`src/rtl/bch_pkg.sv`:
```
// Shared types and defaults for the BCH channel pipeline: FSM states,
// default generator polynomial, error cap and the position-width helper.
package bch_pkg;

  typedef enum logic [2:0] {
    IDLE,
    ENCODE,
    INJECT,
    SYNDROME,
    LOCATE,
    DONE
  } state_t;

  localparam logic [5:0]  DEF_GEN_POLY = 6'b100101;
  localparam int unsigned DEF_MAX_ERR  = 4;

  // Bits needed to address any of n codeword positions.
  function automatic int unsigned pos_width(input int unsigned n);
    return (n <= 2) ? 1 : $clog2(n);
  endfunction

endpackage

```
`src/rtl/bch_lfsr.sv`:
```
// Free-running 16-bit maximal-length Galois LFSR (x^16+x^14+x^13+x^11+1)
// used as the random error-position source.
module bch_lfsr (
  input  logic        clk,
  input  logic        rst,
  input  logic [15:0] seed,
  output logic [15:0] rnd
);

  always_ff @(posedge clk) begin
    if (rst) begin
      rnd <= seed;
    end else begin
      rnd <= {1'b0, rnd[15:1]} ^ (rnd[0] ? 16'hB400 : 16'h0000);
    end
  end

endmodule

```
`src/rtl/bch_channel_pipe.sv`:
```
// Serial systematic encoder, error-injecting channel, syndrome computer and
// single-bit locator for one K-bit word at a time, with valid/ready handshakes.
module bch_channel_pipe
  import bch_pkg::*;
#(
  parameter int unsigned K         = 8,
  parameter int unsigned M         = 5,
  parameter logic [M:0]  GEN_POLY  = DEF_GEN_POLY,
  parameter int unsigned MAX_ERR   = DEF_MAX_ERR,
  parameter logic [15:0] LFSR_SEED = 16'hACE1
) (
  input  logic           clk,
  input  logic           rst,
  input  logic           in_valid,
  output logic           in_ready,
  input  logic [K-1:0]   in_data,
  input  logic [K+M-1:0] in_err_mask,
  input  logic           cfg_encode,
  input  logic           cfg_inject,
  input  logic           cfg_correct,
  input  logic [3:0]     cfg_num_err,
  output logic           out_valid,
  input  logic           out_ready,
  output logic [K-1:0]   out_data,
  output logic [K+M-1:0] out_codeword,
  output logic [M-1:0]   out_syndrome,
  output logic           out_err_detected,
  output logic           out_corrected,
  output logic [3:0]     out_err_count
);

  localparam int unsigned N  = K + M;
  localparam int unsigned PW = pos_width(N);
  localparam int unsigned CW = $clog2(N + 1);
  localparam logic [M-1:0] GEN_LOW = GEN_POLY[M-1:0];

  state_t          state;
  logic [CW-1:0]   cnt;
  logic [K-1:0]    data;
  logic [N-1:0]    mask;
  logic            enc;
  logic            inj;
  logic            cor;
  logic [3:0]      tgt;
  logic [N-1:0]    sh;
  logic [M-1:0]    rem;
  logic [N-1:0]    cw;
  logic [N-1:0]    inj_seen;
  logic [3:0]      err_cnt;
  logic [M-1:0]    syn;
  logic            det;
  logic            corr;
  logic [M-1:0]    r;

  logic [15:0]     rnd;
  logic [PW-1:0]   pos;
  logic            unused_rnd;
  logic [N-1:0]    pos_bit_c;
  logic            pos_ok_c;
  logic [N-1:0]    loc_bit_c;
  logic [M-1:0]    enc_rem_c;
  logic [M-1:0]    syn_rem_c;
  logic [M-1:0]    r_next_c;
  logic [N-1:0]    enc_cw_c;

  bch_lfsr u_lfsr (
    .clk  (clk),
    .rst  (rst),
    .seed (LFSR_SEED),
    .rnd  (rnd)
  );

  assign pos        = rnd[PW-1:0];
  assign unused_rnd = ^rnd[15:PW];

  function automatic logic [3:0] target_count(input logic [3:0] req);
    int unsigned t;
    t = 32'(req);
    if (t > MAX_ERR) t = MAX_ERR;
    if (t > N) t = N;
    return 4'(t);
  endfunction

  // Per-cycle arithmetic: one division step for encode/syndrome, one x-multiply for locate.
  always_comb begin
    pos_bit_c = N'(1) << pos;
    pos_ok_c  = (32'(pos) < N) && ((pos_bit_c & inj_seen) == '0);
    loc_bit_c = N'(1) << cnt;
    enc_rem_c = {rem[M-2:0], 1'b0} ^ ((sh[N-1] ^ rem[M-1]) ? GEN_LOW : '0);
    syn_rem_c = {rem[M-2:0], sh[N-1]} ^ (rem[M-1] ? GEN_LOW : '0);
    r_next_c  = {r[M-2:0], 1'b0} ^ (r[M-1] ? GEN_LOW : '0);
    enc_cw_c  = {data, (enc ? rem : M'(0))} ^ mask;
  end

  always_ff @(posedge clk) begin
    if (rst) begin
      state            <= IDLE;
      in_ready         <= 1'b0;
      cnt              <= '0;
      data             <= '0;
      mask             <= '0;
      enc              <= 1'b0;
      inj              <= 1'b0;
      cor              <= 1'b0;
      tgt              <= '0;
      sh               <= '0;
      rem              <= '0;
      cw               <= '0;
      inj_seen         <= '0;
      err_cnt          <= '0;
      syn              <= '0;
      det              <= 1'b0;
      corr             <= 1'b0;
      r                <= '0;
      out_valid        <= 1'b0;
      out_data         <= '0;
      out_codeword     <= '0;
      out_syndrome     <= '0;
      out_err_detected <= 1'b0;
      out_corrected    <= 1'b0;
      out_err_count    <= '0;
    end else begin
      case (state)
        IDLE: begin
          if (in_valid && in_ready) begin
            in_ready <= 1'b0;
            state    <= ENCODE;
            cnt      <= '0;
            data     <= in_data;
            mask     <= in_err_mask;
            enc      <= cfg_encode;
            inj      <= cfg_inject;
            cor      <= cfg_correct;
            tgt      <= target_count(cfg_num_err);
            sh       <= {in_data, M'(0)};
            rem      <= '0;
            inj_seen <= '0;
            err_cnt  <= '0;
            syn      <= '0;
            det      <= 1'b0;
            corr     <= 1'b0;
          end else begin
            in_ready <= 1'b1;
          end
        end

        // K shift cycles, then one cycle to assemble the codeword and apply the mask.
        ENCODE: begin
          if (cnt == CW'(K)) begin
            cw  <= enc_cw_c;
            sh  <= enc_cw_c;
            rem <= '0;
            cnt <= '0;
            if (inj && (tgt != 4'd0)) state <= INJECT;
            else if (enc)             state <= SYNDROME;
            else                      state <= DONE;
          end else begin
            rem <= enc_rem_c;
            sh  <= sh << 1;
            cnt <= cnt + CW'(1);
          end
        end

        INJECT: begin
          if (pos_ok_c) begin
            cw       <= cw ^ pos_bit_c;
            sh       <= cw ^ pos_bit_c;
            inj_seen <= inj_seen | pos_bit_c;
            err_cnt  <= err_cnt + 4'd1;
            if ((err_cnt + 4'd1) == tgt) state <= enc ? SYNDROME : DONE;
          end
        end

        SYNDROME: begin
          rem <= syn_rem_c;
          sh  <= sh << 1;
          cnt <= cnt + CW'(1);
          if (cnt == CW'(N - 1)) begin
            syn   <= syn_rem_c;
            det   <= |syn_rem_c;
            cnt   <= '0;
            r     <= M'(1);
            state <= ((|syn_rem_c) && cor) ? LOCATE : DONE;
          end
        end

        // r tracks x^cnt mod g; a match pins the single-bit error position.
        LOCATE: begin
          if (r == syn) begin
            cw    <= cw ^ loc_bit_c;
            corr  <= 1'b1;
            state <= DONE;
          end else if (cnt == CW'(N - 1)) begin
            state <= DONE;
          end else begin
            r   <= r_next_c;
            cnt <= cnt + CW'(1);
          end
        end

        DONE: begin
          if (!out_valid) begin
            out_valid        <= 1'b1;
            out_data         <= cw[N-1:M];
            out_codeword     <= cw;
            out_syndrome     <= syn;
            out_err_detected <= det;
            out_corrected    <= corr;
            out_err_count    <= err_cnt;
          end else if (out_ready) begin
            out_valid <= 1'b0;
            in_ready  <= 1'b1;
            state     <= IDLE;
          end
        end

        default: begin
          state <= IDLE;
        end
      endcase
    end
  end

endmodule

```
`config.mk`:
```
export PLATFORM = sky130hd
export DESIGN_NAME = bch_channel_pipe
export DESIGN_NICKNAME = d
export VERILOG_FILES = /design/src/rtl/bch_pkg.sv /design/src/rtl/bch_lfsr.sv /design/src/rtl/bch_channel_pipe.sv
export SDC_FILE = /design/constraint.sdc
export NUM_CORES = 1
export LEC_CHECK = 0
export CAP_MARGIN = 20
export CORE_ASPECT_RATIO = 0.75
export CORE_UTILIZATION = 62
export DETAILED_ROUTE_END_ITERATION = 12
export PLACE_DENSITY = 0.95
export SYNTH_ARGS = -nofsm -noshare
export SYNTH_HDL_FRONTEND = slang
export SYNTH_HIERARCHICAL = 1
export SYNTH_SLANG_ARGS = --single-unit
```
`constraint.sdc`:
```
create_clock -name clk -period 4.1 [get_ports clk]
set_input_delay 0.41 -clock clk [delete_from_list [all_inputs] [get_ports clk]]
set_output_delay 0.41 -clock clk [all_outputs]
set_load 0.03 [all_outputs]
```
# --- Word level (Yosys, flattened, before mapping) ---
# Index checks and enable logic that the tools add are counted.
word_totals:
  register_bits: 145
  latch_bits: 0
  ramBits: 0
  romBits: 0
  in_bits: 32
  output_inout_bits: 34
  wordCells: 154
  n_memories: 0
classes:
  add_sub_neg: 2
  multipliers: 0
  div: 0
  n_lt_le_gt_ge: 3
  eq_ne: 20
  n_shift: 2
  muxes: 61
  bitwise_logic: 11
  n_reduce_logical: 29
op_table:
  columns: ["op", "n"]
  rows:
  - ["$mux 32", 3]
  - ["$mux 13", 7]
  - ["$pmux 13 s4", 1]
  - ["$mux 3", 14]
  - ["$pmux 13 s3", 1]
  - ["$xor 13x13->13", 3]
  - ["$mux 5", 7]
  - ["$gt 32x4->1 const B", 1]
  - ["$mux 4", 8]
  - ["$pmux 13 s2", 1]
  - ["$shl 1x4->13 const A", 2]
  - ["$ne 2x2->1 const B", 10]
  - ["$pmux 5 s2", 2]
  - ["$pmux 3 s6", 1]
  - ["$mux 16", 1]
  - ["$pmux 4 s4", 1]
  - ["$xor 15x16->16", 1]
  - ["$pmux 5 s3", 1]
  - ["$reduce_and 3->1", 5]
  - ["$xor 5x3->5", 3]
  - ["$and 13x13->13", 1]
  - ["$logic_not 13->1", 1]
  - ["$or 13x13->13", 1]
  - ["$reduce_and 4->1", 3]
  - ["other kinds (23)", 49]

# --- Logic depth before layout (Yosys ltp) ---
logic_depth:
  ltp_word: 7
  ltp_mapped: 10
  ltp_nobuf: 8

# --- Modules after synthesis ---
# Netlist, hierarchy kept.
modules_own_cells:
  columns: ["module", "instances", "cells_each", "area_each_um2"]
  rows:
  - ["bch_channel_pipe", 1, 765, 6093.3]
  - ["bch_lfsr", 1, 40, 560.5]

# --- Least setup slack after synthesis ---
# OpenSTA, ideal clock, no wires.
synth_timing:
  path_kind: "reg2reg"
  startpoint: "register u_lfsr.rnd[0]"
  endpoint: "register sh[12]"
  setup_time_ps: 88
  arrival_time_ps: 2134
  path_slack_ps: 1878
  stages_incl_launch_ff: 9
  n_path_buf: 2
  synth_period_minus_slack_ps: 2222
  cell_sequence: "dfxtp_1 > or2_2 > o32ai_1 > or4_1 > buf_6 > o31ai_4 > buf_6 > nor2_2 > a311oi_2"
synth_via:
  elab_chain_len: 6
synth_rtl:
  columns: ["element", "line_no", "text"]
  rows:
  - ["start, declared", "bch_lfsr.sv:7", "output logic [15:0] rnd"]
  - ["start signal, assigned", "bch_lfsr.sv:14", "rnd <= {1'b0, rnd[15:1]} ^ (rnd[0] ? 16'hB400 : 16'h0000);"]
  - ["$shl 1x4->13", "bch_channel_pipe.sv:86", "pos_bit_c = N'(1) << pos;"]
  - ["$and 13x13->13", "bch_channel_pipe.sv:87", "pos_ok_c = (32'(pos) < N) && ((pos_bit_c & inj_seen) == '0);"]
  - ["$logic_not 13->1", "bch_channel_pipe.sv:87", null]
  - ["$logic_and 1x1->1", "bch_channel_pipe.sv:87", null]
  - ["$ne 2x2->1 (no line)", null, null]
  - ["$reduce_and 3->1 (no line)", null, null]
  - ["end signal, assigned", "bch_channel_pipe.sv:135", "sh <= {in_data, M'(0)};"]
  - ["end signal, assigned", "bch_channel_pipe.sv:151", "sh <= enc_cw_c;"]
  - ["end signal, assigned", "bch_channel_pipe.sv:159", "sh <= sh << 1;"]
  - ["end, declared", "bch_channel_pipe.sv:45", "logic [N-1:0] sh;"]
# Parallel ways exist; a longest one is shown, timed or not. The select of a mux whose other input is x is not followed.
# A chain may end at the register's enable or synchronous reset.

# --- Final worst setup path ---
layout_timing:
  startpoint: "register u_lfsr.rnd[0]"
  endpoint: "register sh[7]"
# The elaborated chain is that of the path after synthesis.

==> summary.txt <==
Final setup viols: 0
Largest net degree at the start of global routing: 49
Leakage power: 0.00294 uW
Synth area leaders: dfxtp_1 41%, nand2_1 8.6%, a21oi_1 7.1%, nor2_1 3.6%, xor2_1 3.6%
I/O pin cnt: 66
GRT met2 Usage: 0.484
DIE HEIGHT: 91.7 um
Hold Crit Depth: 1
Final Max Tran Viols: 0
Worst Hold Class: reg -> reg
Final wirelength: 18.3 mm
NetSw: 1300 uW
First drt pass iteration count: 6
Nets: 886
First-pass GRT wire length: 29.4 mm
Wirelength per Cell: 18.4 um
Crit-path max FO: 18
Critical path buffers and inverters: 0
WP data required: 4400 ps
Tightest Pin Transition: 1150 ps
Clock tree buffer depth: 2
Max stage delay on crit path: 780 ps
Die W: 122 um
Int Pwr: 2950 uW
Sw frac: 0.306
Cells after synthesis: 805
Vias/cell: 6.43
Synth cell count leaders: 152 x nand2_1, 137 x dfxtp_1, 95 x a21oi_1
GRT busiest layer: met2
Rows: 32
Peak supply drop: 0.000371 V
TNS Setup: 0 ps
Area of the multi-input gates: 0.00362 mm2
Core area: 0.0104 mm2
RSZ-0062 raised after global routing: false
GR Util met1: 0.470
Worst R2R Setup Slack: 910 ps
Worst Skew: 6.97 ps
Crit Reg-Reg Endpoint: sh[7]
Post-CTS Hold Fix Bufs: 0
Path depth of the worst reg2reg path: 6
Top cell type by total area after synthesis: dfxtp_1
WP depth: 6
Share of the synthesized area in the top cell type: 0.412
Crit path kind: reg -> reg
Pwr dens: 535 mW/mm2
Register area share after synthesis: 0.412
Area Overhead vs Synth: 19.4%
EDFF count, synth: 0
Gate power share: 0.207
Count of cell types in the netlist: 72
Critical Path End: sh[7]
Reg area: 0.00274 mm2
DPL Wire Length: 11.6 mm
Cell family with most CP delay: compound AO/OA/AOI/OAI gates
Root buffer cell: clkbuf_16
Synth Area per Inst: 8.27 um2
Initial DRC count: 1,088
Final period util: 0.778
Sequential share of power: 0.382
CTS tree: built
Synth warn: 6
Critical-path top delay cell: or4_1
Grt total ovfl: 0
Inserted Diodes: 0
TritonCTS Buffers: 17
Via count: 6,397
Initial antenna violation count: 0
Maxcap violations: 0
Clock sinks: 137
Vias in the first global route: 5,787
GRT Overall Usage: 0.339
CP arrival: 3490 ps
Post-cts gate resize count: 0
Clock insertion delay at the later pin of the skew report: 430 ps
Final Critical Period: 3190 ps
Clock transition at path regs: 60 ps
Cell Chain, Critical Path: or2_2 > o32ai_1 > or4_1 > o31ai_4 > nor2_1 > a311oi_1
Clock share of power: 0.411
Fraction of layout instances using a drive strength above 1: 0.0815
Die footprint: 0.0112 mm2
Number of fill cells: 664
Setup Buffers After CTS: 0
Reg2reg start: u_lfsr/rnd[0]
FF+latch count, synth: 137
FFs w/ async S/R, synth: 0
Starting density of the core: 0.642
Met3 Resource Use GR: 0.100
PortBufs: 65
H-tree depth: 4
DR DRC count: 0
Crit path launch type: flop
Final hold violation count: 0
Hold_ws: 444 ps
CP startpoint: u_lfsr/rnd[0]
Max Clock Freq: 314 MHz
Worst rel slew slack: 0.230
Most frequent cell after synthesis: nand2_1
Synth Cell Area: 0.00665 mm2
Status: finished clean
Most used DFF post-synth: dfxtp_1
Antenna Nets Post-Route: 0
Routability cong.: 0.928
CP endpoint kind: flop
## stage by stage
step | std cells | total power [uW] | util | cell area, um2 | setup WS (ps)
after floorplan | 819 | 2250 | - | 6710 | 1880
after global placement | 963 | 2420 | 0.701 | 7270 | 1150
after detailed placement | 963 | 2450 | 0.701 | 7270 | 1080
after CTS | 994 | 4200 | 0.766 | 7940 | 1020
after global routing | 995 | 4390 | 0.766 | 7950 | 745
final | 995 | 4250 | 0.766 | 7950 | 911
## metal layers
layer | part of all wire | wire, um
met5 | 0 | 0
met4 | 0.032 | 585
met3 | 0.13 | 2350
met2 | 0.42 | 7730
met1 | 0.42 | 7610
## worst reg2reg max path, stage by stage, from the launching register on
cell      delay (ps)
dfxtp_1          690
or2_2            270
o32ai_1           80
or4_1            780
o31ai_4          760
nor2_1           120
a311oi_1         380
## layout by cell type, fill, tap and decap left out, types with 5 or more instances in the layout
cell             instances
nand2_1                152
dfxtp_1                137
a21oi_1                 95
clkdlybuf4s50_1         64
nor2_1                  63
xor2_1                  27
o21ai_0                 21
xnor2_1                 18
clkbuf_16               17
conb_1                  16
nor3_1                  15
nand3_1                 14
a22o_1                  12
a22oi_1                 12
a311oi_1                12
a211oi_1                10
a222oi_1                10
mux2_2                  10
buf_4                   10
nand2b_1                 8
inv_1                    7
nand3b_1                 7
nor3b_1                  7
ha_1                     7
a31oi_1                  6
nor2b_1                  6
bufinv_16                6
mux2i_1                  5
and3_1                   5
o2bb2ai_1                5
## how the worst min path moves through the flow
stage                                end  slack [ps]            from
after floorplan             inj_seen[11]         430    inj_seen[11]
after detailed placement  u_lfsr/rnd[14]         440  u_lfsr/rnd[15]
after CTS                 u_lfsr/rnd[14]         450  u_lfsr/rnd[15]
after global routing      u_lfsr/rnd[14]         460  u_lfsr/rnd[15]
final                     u_lfsr/rnd[14]         440  u_lfsr/rnd[15]
after global placement    u_lfsr/rnd[14]         430  u_lfsr/rnd[15]
## state kept, by name, summed over array words and instances, names as in the netlist, 3 cells and up
register / count
cnt: 4
cw: 13
data: 8
err_cnt: 4
inj_seen: 13
mask: 13
out_codeword: 5
out_data: 8
out_err_count: 4
out_syndrome: 5
r: 5
rem: 5
sh: 13
state: 3
syn: 5
tgt: 4
u_lfsr/rnd: 16
## power groups by stage
| stage | combinational [uW] | clock (uW) | sequential (uW) |
|---|---|---|---|
| CTS | 839 | 1750 | 1610 |
| detailed placement | 816 | 0 | 1630 |
| finish | 878 | 1750 | 1620 |
| global route | 943 | 1810 | 1640 |
| global placement | 795 | 0 | 1630 |
| floorplan | 675 | 0 | 1570 |
## logic make-up after synthesis
kind of cell / after synthesis / share of synthesized area
other: 2 / 0.00113
muxes: 19 / 0.0335
DFF: 137 / 0.412
buffers and inverters: 72 / 0.0527
AOI/OAI and AO/OA: 216 / 0.216
and+or+nand+nor: 307 / 0.212
xor gates and xnor gates: 45 / 0.0592
adders and majority gates: 7 / 0.0132
## cell type report
class / count / share of cell area
clock buffer: 19 / 0.0570
clock inverter: 12 / 0.0277
inverter: 7 / 0.00331
multi-input combinational: 610 / 0.455
sequential: 137 / 0.345
tap: 136 / 0.0214
timing repair buffer: 74 / 0.0901
(Power assumes the default switching activity.)
